**src/rtl/i2c_bus_arbiter.sv**
```systemverilog
// Two-client arbiter for a shared byte-level I2C master.
// Whole-transaction grants, round-robin ties, post-STOP guard, watchdog.
module i2c_bus_arbiter #(
  parameter int GUARD_CYC   = 1000,
  parameter int TIMEOUT_CYC = 2_000_000
) (
  input  logic       clk,
  input  logic       rst,
  input  logic       req0,
  input  logic       req1,
  output logic       gnt0,
  output logic       gnt1,
  input  logic       start0,
  input  logic       stop0,
  input  logic       start1,
  input  logic       stop1,
  input  logic [7:0] wr_data0,
  input  logic [7:0] wr_data1,
  output logic [1:0] ack0,
  output logic [1:0] ack1,
  output logic       rd_tick0,
  output logic       rd_tick1,
  output logic [7:0] rd_data0,
  output logic [7:0] rd_data1,
  output logic       m_start,
  output logic       m_stop,
  output logic [7:0] m_wr_data,
  input  logic [1:0] m_ack,
  input  logic       m_rd_tick,
  input  logic [7:0] m_rd_data,
  output logic       busy,
  output logic       timeout_tick
);

  localparam int GW = (GUARD_CYC > 1) ? $clog2(GUARD_CYC) : 1;
  localparam int WW = (TIMEOUT_CYC > 1) ? $clog2(TIMEOUT_CYC) : 1;

  typedef enum logic [2:0] {
    IDLE, OWN0, OWN1, ABORT, GUARD
  } state_t;

  state_t          state_q, state_d;
  logic            last_q, last_d;
  logic [GW-1:0]   guard_cnt_q, guard_cnt_d;
  logic [WW-1:0]   wd_cnt_q, wd_cnt_d;

  logic progress;
  logic watched;
  logic expire;
  logic own_stop;
  logic own_req;

  assign progress = m_ack[1] | m_rd_tick;
  assign watched  = (state_q == OWN0) | (state_q == OWN1) |
                    (state_q == ABORT);
  // Fires in the last cycle of TIMEOUT_CYC progress-free cycles.
  assign expire   = watched & ~progress &
                    (wd_cnt_q == WW'(TIMEOUT_CYC - 1));
  assign own_stop = (state_q == OWN0) ? stop0 : stop1;
  assign own_req  = (state_q == OWN0) ? req0 : req1;

  always_comb begin
    state_d     = state_q;
    last_d      = last_q;
    guard_cnt_d = guard_cnt_q;
    wd_cnt_d    = wd_cnt_q;
    unique case (state_q)
      IDLE: begin
        guard_cnt_d = '0;
        wd_cnt_d    = '0;
        if (req0 && (!req1 || last_q)) begin
          state_d = OWN0;
          last_d  = 1'b0;
        end else if (req1) begin
          state_d = OWN1;
          last_d  = 1'b1;
        end
      end
      OWN0, OWN1: begin
        wd_cnt_d = progress ? '0 : wd_cnt_q + 1'b1;
        if (expire || own_stop) begin
          state_d     = GUARD;
          guard_cnt_d = '0;
          wd_cnt_d    = '0;
        end else if (!own_req) begin
          state_d  = ABORT;
          wd_cnt_d = '0;
        end
      end
      ABORT: begin
        wd_cnt_d = progress ? '0 : wd_cnt_q + 1'b1;
        if (expire || progress) begin
          state_d     = GUARD;
          guard_cnt_d = '0;
          wd_cnt_d    = '0;
        end
      end
      GUARD: begin
        if (guard_cnt_q == GW'(GUARD_CYC - 1)) begin
          state_d     = IDLE;
          guard_cnt_d = '0;
        end else begin
          guard_cnt_d = guard_cnt_q + 1'b1;
        end
      end
      default: state_d = IDLE;
    endcase
  end

  always_ff @(posedge clk) begin
    if (rst) begin
      state_q     <= IDLE;
      last_q      <= 1'b1;
      guard_cnt_q <= '0;
      wd_cnt_q    <= '0;
    end else begin
      state_q     <= state_d;
      last_q      <= last_d;
      guard_cnt_q <= guard_cnt_d;
      wd_cnt_q    <= wd_cnt_d;
    end
  end

  assign gnt0         = (state_q == OWN0);
  assign gnt1         = (state_q == OWN1);
  assign busy         = (state_q != IDLE);
  assign timeout_tick = expire;

  always_comb begin
    m_start   = 1'b0;
    m_stop    = 1'b0;
    m_wr_data = 8'h00;
    ack0      = 2'b00;
    ack1      = 2'b00;
    rd_tick0  = 1'b0;
    rd_tick1  = 1'b0;
    rd_data0  = 8'h00;
    rd_data1  = 8'h00;
    unique case (state_q)
      OWN0: begin
        m_start   = start0;
        m_stop    = stop0;
        m_wr_data = wr_data0;
        ack0      = m_ack;
        rd_tick0  = m_rd_tick;
        rd_data0  = m_rd_data;
      end
      OWN1: begin
        m_start   = start1;
        m_stop    = stop1;
        m_wr_data = wr_data1;
        ack1      = m_ack;
        rd_tick1  = m_rd_tick;
        rd_data1  = m_rd_data;
      end
      // Hold STOP so the master closes the bus at the next byte boundary.
      ABORT: m_stop = 1'b1;
      default: ;
    endcase
  end

endmodule
```
**config.mk**
```make
export PLATFORM = sky130hd
export DESIGN_NAME = i2c_bus_arbiter
export DESIGN_NICKNAME = d
export VERILOG_FILES = /design/src/rtl/i2c_bus_arbiter.sv
export SDC_FILE = /design/constraint.sdc
export NUM_CORES = 1
export LEC_CHECK = 0
export BUFFER_PORTS_ARGS = -buffer_cell sky130_fd_sc_hd__buf_2
export CAP_MARGIN = 25
export CORE_MARGIN = 2
export CORE_UTILIZATION = 51
export CTS_BUF_LIST = sky130_fd_sc_hd__clkbuf_8 sky130_fd_sc_hd__clkbuf_16
export DETAILED_ROUTE_END_ITERATION = 10
export PLACE_DENSITY = 0.8
export SLEW_MARGIN = 10
export SYNTH_ARGS = -nofsm -noshare
export SYNTH_HDL_FRONTEND = slang
export SYNTH_SLANG_ARGS = --single-unit
export TNS_END_PERCENT = 30
```
**constraint.sdc**
```tcl
create_clock -name clk -period 2.97 [get_ports clk]
set_input_delay 0.1485 -clock clk [delete_from_list [all_inputs] [get_ports clk]]
set_output_delay 0.1485 -clock clk [all_outputs]
set_load 0.02 [all_outputs]
```
==> results.ini, run 1 <==
[floorplan]
rows = 23
pin_count = 71
start_util_pct = 53.80
die_y_microns = 69.66
die_x_microns = 69.66
die_area_sq_um = 4852
core_sq_um = 4086

[global_route]
grt_antenna_before_repair = 0
grt.overflow.total = 0
grt_pass1_wl_microns = 9066
grt_max_degree = 22
grt_usage_pct = 22.45
grt_pass1_vias = 2086

[worst_setup_path]
path_buf_inv = 0
worst_setup_path_end_kind = flop
crit_fanout = 15
critical-path-top-delay-family = simple AND/OR/NAND/NOR gates
arrival_ns = 2.75
critPathLaunchType = flop
crit_chain = nor2_2, or4_1, or3_1, and3_1, and4b_1, a21o_1
criticalPathCategory = reg -> reg
required_ns = 3.17
max_stage_delay_ns = 0.53
crit_slowest_cell = or4_1

[synth]
ys_ff_latch = 35
syn_area_sq_um = 2198
syn_nets = 320
yosysTopAreaCell = dfxtp_1
yosysSeqAreaShare_pct = 31.87
synthSimpleGateAreaFrac_pct = 34.21
synth_cell_types = 51
synth_top_family_by_area = simple AND/OR/NAND/NOR gates
ys_async_sr_fraction_pct = 0
synth_compound_area_share_pct = 23.68
synthMuxAreaShare_pct = 1.878
postSynthCellCount = 283
synth_fa_ha_area_share_pct = 1.138
ys_top_cells_by_count = dfxtp_1, and2_1, nand2_1
synth_top_area_share_pct = 31.87
synth_ff_type = dfxtp_1
yosysWarnings = 0
synth_area_per_cell_sq_um = 7.768
synth_edf_count = 0
synth_area_leaders = dfxtp_1, and2_1, nand2_1, a22o_1, a21oi_1
synth_most_common_cell = dfxtp_1
synth-xor-area-share_pct = 1.594

[routing]
vias = 2267
drt-wirelength-per-cell_microns = 13.46
postRouteAntennaNets = 0
route.met3.wl_microns = 311
drtPass1Iterations = 4
detail_route.vias_per_cell = 5.725
wirelength_microns = 5329
met1_length_microns = 2365
drc_errors = 0
drt_iter0_drc = 120
route.met2.wl_microns = 2548
topRoutingLayerUsed = met4

[power]
p_leak_nw = 1.213
switching_share_pct = 41.69
vdd.ir_drop.worst_mv = 0.6112
p_clk_share_pct = 23.5
seqPwrFrac_pct = 28.1
combPwrFrac_pct = 48.4
p_per_area_nw_per_um2 = 715.5
p_int_mw = 1.111
power.switching_mw = 0.7942

[sta]
setup_viol = 0
final.period_utilization_pct = 85.87
min_period_ns = 2.550
max_freq_mhz = 392.1
timing.slew.headroom_pct = 52.34
worst_slack_ns = 0.4198
fin_skew_ns = 0.009088
rsz0062_at_grt = no
report.final.slew_viol_count = 0
worstMarginPinSlew_ns = 0.7135
tns_ns = 0
finalHoldViolCount = 0

[placed_design]
placedCellCount = 388
numPortBuffers = 70
place_ws_ns = 0.4777
finalWeightedCongestion = 0.9120
post-dp-hpwl_microns = 3968

[clock_network]
postCtsSetupRepairBufs = 0
cts_tree = done
holdBufCountCts = 0
root_buffer = clkbuf_8
clock_latency_ns = 0.30
cts_max_path_buffers = 2
cts_resized = 0
numCtsBuffers = 5
path_clk_slew_ns = 0.07
cts.sinks = 35
cts_max_level = 2

[finish]
layout-drive-gt1-share_pct = 25.43
area_growth_pct = 21.12
nets = 382
final_cell_count_no_fill = 396
n_antenna_cell = 0

[job]
maxCapViolCount = 0

[min_path]
hp-class = in -> reg

[status]
outcome = finished, final reports clean

## state kept, by name, summed over array words and instances, names as in the netlist
signal / flops
state_q: 3
guard_cnt_q: 10
wd_cnt_q: 21
last_q: 1
## metrics by stage
| step | hold slack [ns] | area [sq um] | power (mW) | util, % |
|---|---|---|---|---|
| 2_1_floorplan | 0.3603 | 2198 | 1.208 | - |
| 3_3_place_gp | 0.4576 | 2545 | 1.455 | 62.28 |
| 3_5_place_dp | 0.4717 | 2545 | 1.467 | 62.28 |
| 4_1_cts | 0.2094 | 2663 | 1.919 | 65.16 |
| 5_1_grt | 0.2336 | 2663 | 2.009 | 65.16 |
| 6_report | 0.2163 | 2663 | 1.905 | 65.16 |
## cell type report
type                    instances  area, sq um
repair buffers                 73        372.9
fillers                       372         1424
flip-flops and latches         35        700.7
inverters                       8        30.03
multi-input cells             222         1379
well taps                      50        62.56
clock inverters                 2        35.03
clock buffers                   6        82.58
## kinds of logic after synthesis
family	Yosys count
compound gates	77
xor+xnor	4
fa+ha+maj	2
buf+inv	26
flops	35
mux	4
simple gates	135
## power by group through the flow
stage	Combinational, mW	Sequential, mW	Clock, mW
final	0.922	0.535	0.448
after global routing	0.993	0.541	0.475
after CTS	0.928	0.533	0.457
after detailed placement	0.923	0.543	0
after global placement	0.914	0.540	0
after floorplan	0.691	0.517	0
## per-layer routing
| layer | up-vias | global-route usage, % |
|---|---|---|
| met2 | 70 | 40.92 |
| li1 | 1154 | - |
| met4 | 0 | 7.906 |
| met1 | 1033 | 25.47 |
| met3 | 10 | 5.233 |
| met5 | - | 0 |
## path summary, 6_finish.rpt
check                      startpoint                           to  slack [ns]  cells past startpoint
max reg2reg   state_q[1]$_SDFFE_PP0P_    wd_cnt_q[13]$_SDFFE_PP0P_        0.42                      6
max           state_q[1]$_SDFFE_PP0P_    wd_cnt_q[13]$_SDFFE_PP0P_        0.42                      6
min                               rst  guard_cnt_q[0]$_SDFFE_PP0P_        0.22                      2
min reg2reg  wd_cnt_q[1]$_SDFFE_PP0P_     wd_cnt_q[1]$_SDFFE_PP0P_        0.48                      2
## cells in the final DEF (no fill, tap or decap), types with 9 or more instances in the layout
cell type,instances
a21oi_1,17
nand2_1,24
dfxtp_1,35
a22o_1,10
o21ai_1,14
nand3_1,10
buf_2,70
nor2_1,18
and3_1,10
nor3_1,9
and2_1,27
(Power assumes the default switching activity.)
==> inputs of run 2 (changes only) <==
--- a/config.mk
+++ b/config.mk
@@ -7,7 +7,6 @@
 export LEC_CHECK = 0
 export BUFFER_PORTS_ARGS = -buffer_cell sky130_fd_sc_hd__buf_2
 export CAP_MARGIN = 25
-export CORE_MARGIN = 2
 export CORE_UTILIZATION = 51
 export CTS_BUF_LIST = sky130_fd_sc_hd__clkbuf_8 sky130_fd_sc_hd__clkbuf_16
 export DETAILED_ROUTE_END_ITERATION = 10
==> results.ini, run 2 (same netlist as run 1, synthesis figures left out) <==
[status]
outcome = finished, final reports clean

[routing]
detail_route.vias_per_cell = 5.717
drt_iter0_drc = 134
drt-wirelength-per-cell_microns = 12.97
route.met3.wl_microns = 203
vias = 2264
route.met2.wl_microns = 2479
wirelength_microns = 5137
postRouteAntennaNets = 0
drc_errors = 0
met1_length_microns = 2396
topRoutingLayerUsed = met4
drtPass1Iterations = 4

[placed_design]
finalWeightedCongestion = 0.8185
numPortBuffers = 70
post-dp-hpwl_microns = 3850
placedCellCount = 388

[worst_setup_path]
crit_fanout = 15
criticalPathCategory = reg -> reg
crit_slowest_cell = dfxtp_1
arrival_ns = 2.70
critPathLaunchType = flop
max_stage_delay_ns = 0.51
worst_setup_path_end_kind = flop
required_ns = 3.16
crit_chain = nor2_2, or4_1, or3_1, and3_1, and4b_1, a21o_1

[finish]
final_cell_mix = buf_2, dfxtp_1, and2_1
layout-drive-gt1-share_pct = 24.86
nets = 382
mostFrequentLayoutCell = buf_2
largest_reg_flops = 21
n_antenna_cell = 0
final_cell_count_no_fill = 396
largestRegisters = wd_cnt_q x21, guard_cnt_q x10, state_q x3
fillers = 358
regMostFlops = wd_cnt_q
area_growth_pct = 19.47
utilization_pct = 64.72

[global_route]
grt.overflow.total = 0
grt_antenna_before_repair = 0
grt_max_degree = 22
grt_pass1_wl_microns = 8142
grt_usage_pct = 23.23
grt_pass1_vias = 1931

[sta]
setup_viol = 0
worstMarginPinSlew_ns = 0.6992
final.period_utilization_pct = 84.58
max_freq_mhz = 398.1
finalHoldViolCount = 0
tns_ns = 0
report.final.slew_viol_count = 0
min_period_ns = 2.512
rsz0062_at_grt = no
timing.slew.headroom_pct = 53.29
fin_skew_ns = 0.008469

[clock_network]
cts_tree = done
cts_max_level = 2
root_buffer = clkbuf_8
numCtsBuffers = 5
path_clk_slew_ns = 0.07
cts_max_path_buffers = 2
cts_resized = 0
holdBufCountCts = 0
clock_latency_ns = 0.29
postCtsSetupRepairBufs = 0
cts.sinks = 35

[floorplan]
start_util_pct = 54.18
core_sq_um = 4058
rows = 23
die_y_microns = 67.66
pin_count = 71
die_x_microns = 67.66
die_area_sq_um = 4577

[power]
p_leak_nw = 1.203
p_per_area_nw_per_um2 = 674.5
vdd.ir_drop.worst_mv = 0.5241

[job]
maxCapViolCount = 0

[min_path]
hp-class = in -> reg

## run 2: power breakdown
| part | leakage, nW | switching [mW] | internal (mW) |
|---|---|---|---|
| logic | 0.869 | 0.571 | 0.346 |
| registers | 0.283 | 0.0387 | 0.494 |
| clock network | 0.0505 | 0.164 | 0.157 |
## run 2: metrics by stage
step                      area [sq um]  hold WS (ns)  power [mW]  setup WS [ns]
final                             2626        0.2231       1.771         0.4579
after global routing              2626        0.2449       1.890         0.2696
after CTS                         2626        0.2152       1.784         0.4495
after detailed placement          2545        0.4684       1.463         0.4593
after global placement            2545        0.4577       1.449         0.5275
after floorplan                   2198        0.3603       1.208         0.7815
## run 2: path summary, 6_finish.rpt
path | start | endpoint | slack, ns | cells after the start
max reg2reg | state_q[1]$_SDFFE_PP0P_ | wd_cnt_q[13]$_SDFFE_PP0P_ | 0.46 | 6
min | req1 | last_q$_SDFFE_PP1P_ | 0.22 | 3
min reg2reg | wd_cnt_q[1]$_SDFFE_PP0P_ | wd_cnt_q[1]$_SDFFE_PP0P_ | 0.48 | 2
max | state_q[1]$_SDFFE_PP0P_ | wd_cnt_q[13]$_SDFFE_PP0P_ | 0.46 | 6
## run 2: layout make-up
class                   count  area [sq um]  share of cell area, %
multi-input cells         222          1379                  52.50
flip-flops and latches     35         700.7                  26.68
repair buffers             73         372.9                  14.20
clock buffers               5         68.82                  2.620
well taps                  50         62.56                  2.382
inverters                   8         30.03                  1.143
clock inverters             3         12.51                 0.4764
## run 2: critical path: cells and delay by family (launching register included)
family / cells / cell delay (ns)
simple gates: 5 / 1.77
flops: 1 / 0.51
compound gates: 1 / 0.14
## run 2: metal layers
layer  vias to the layer above  GRT usage, %
met3                         7         5.743
met2                        64         39.85
li1                       1155             -
met1                      1038         28.01
met5                         -             0
met4                         0         7.447
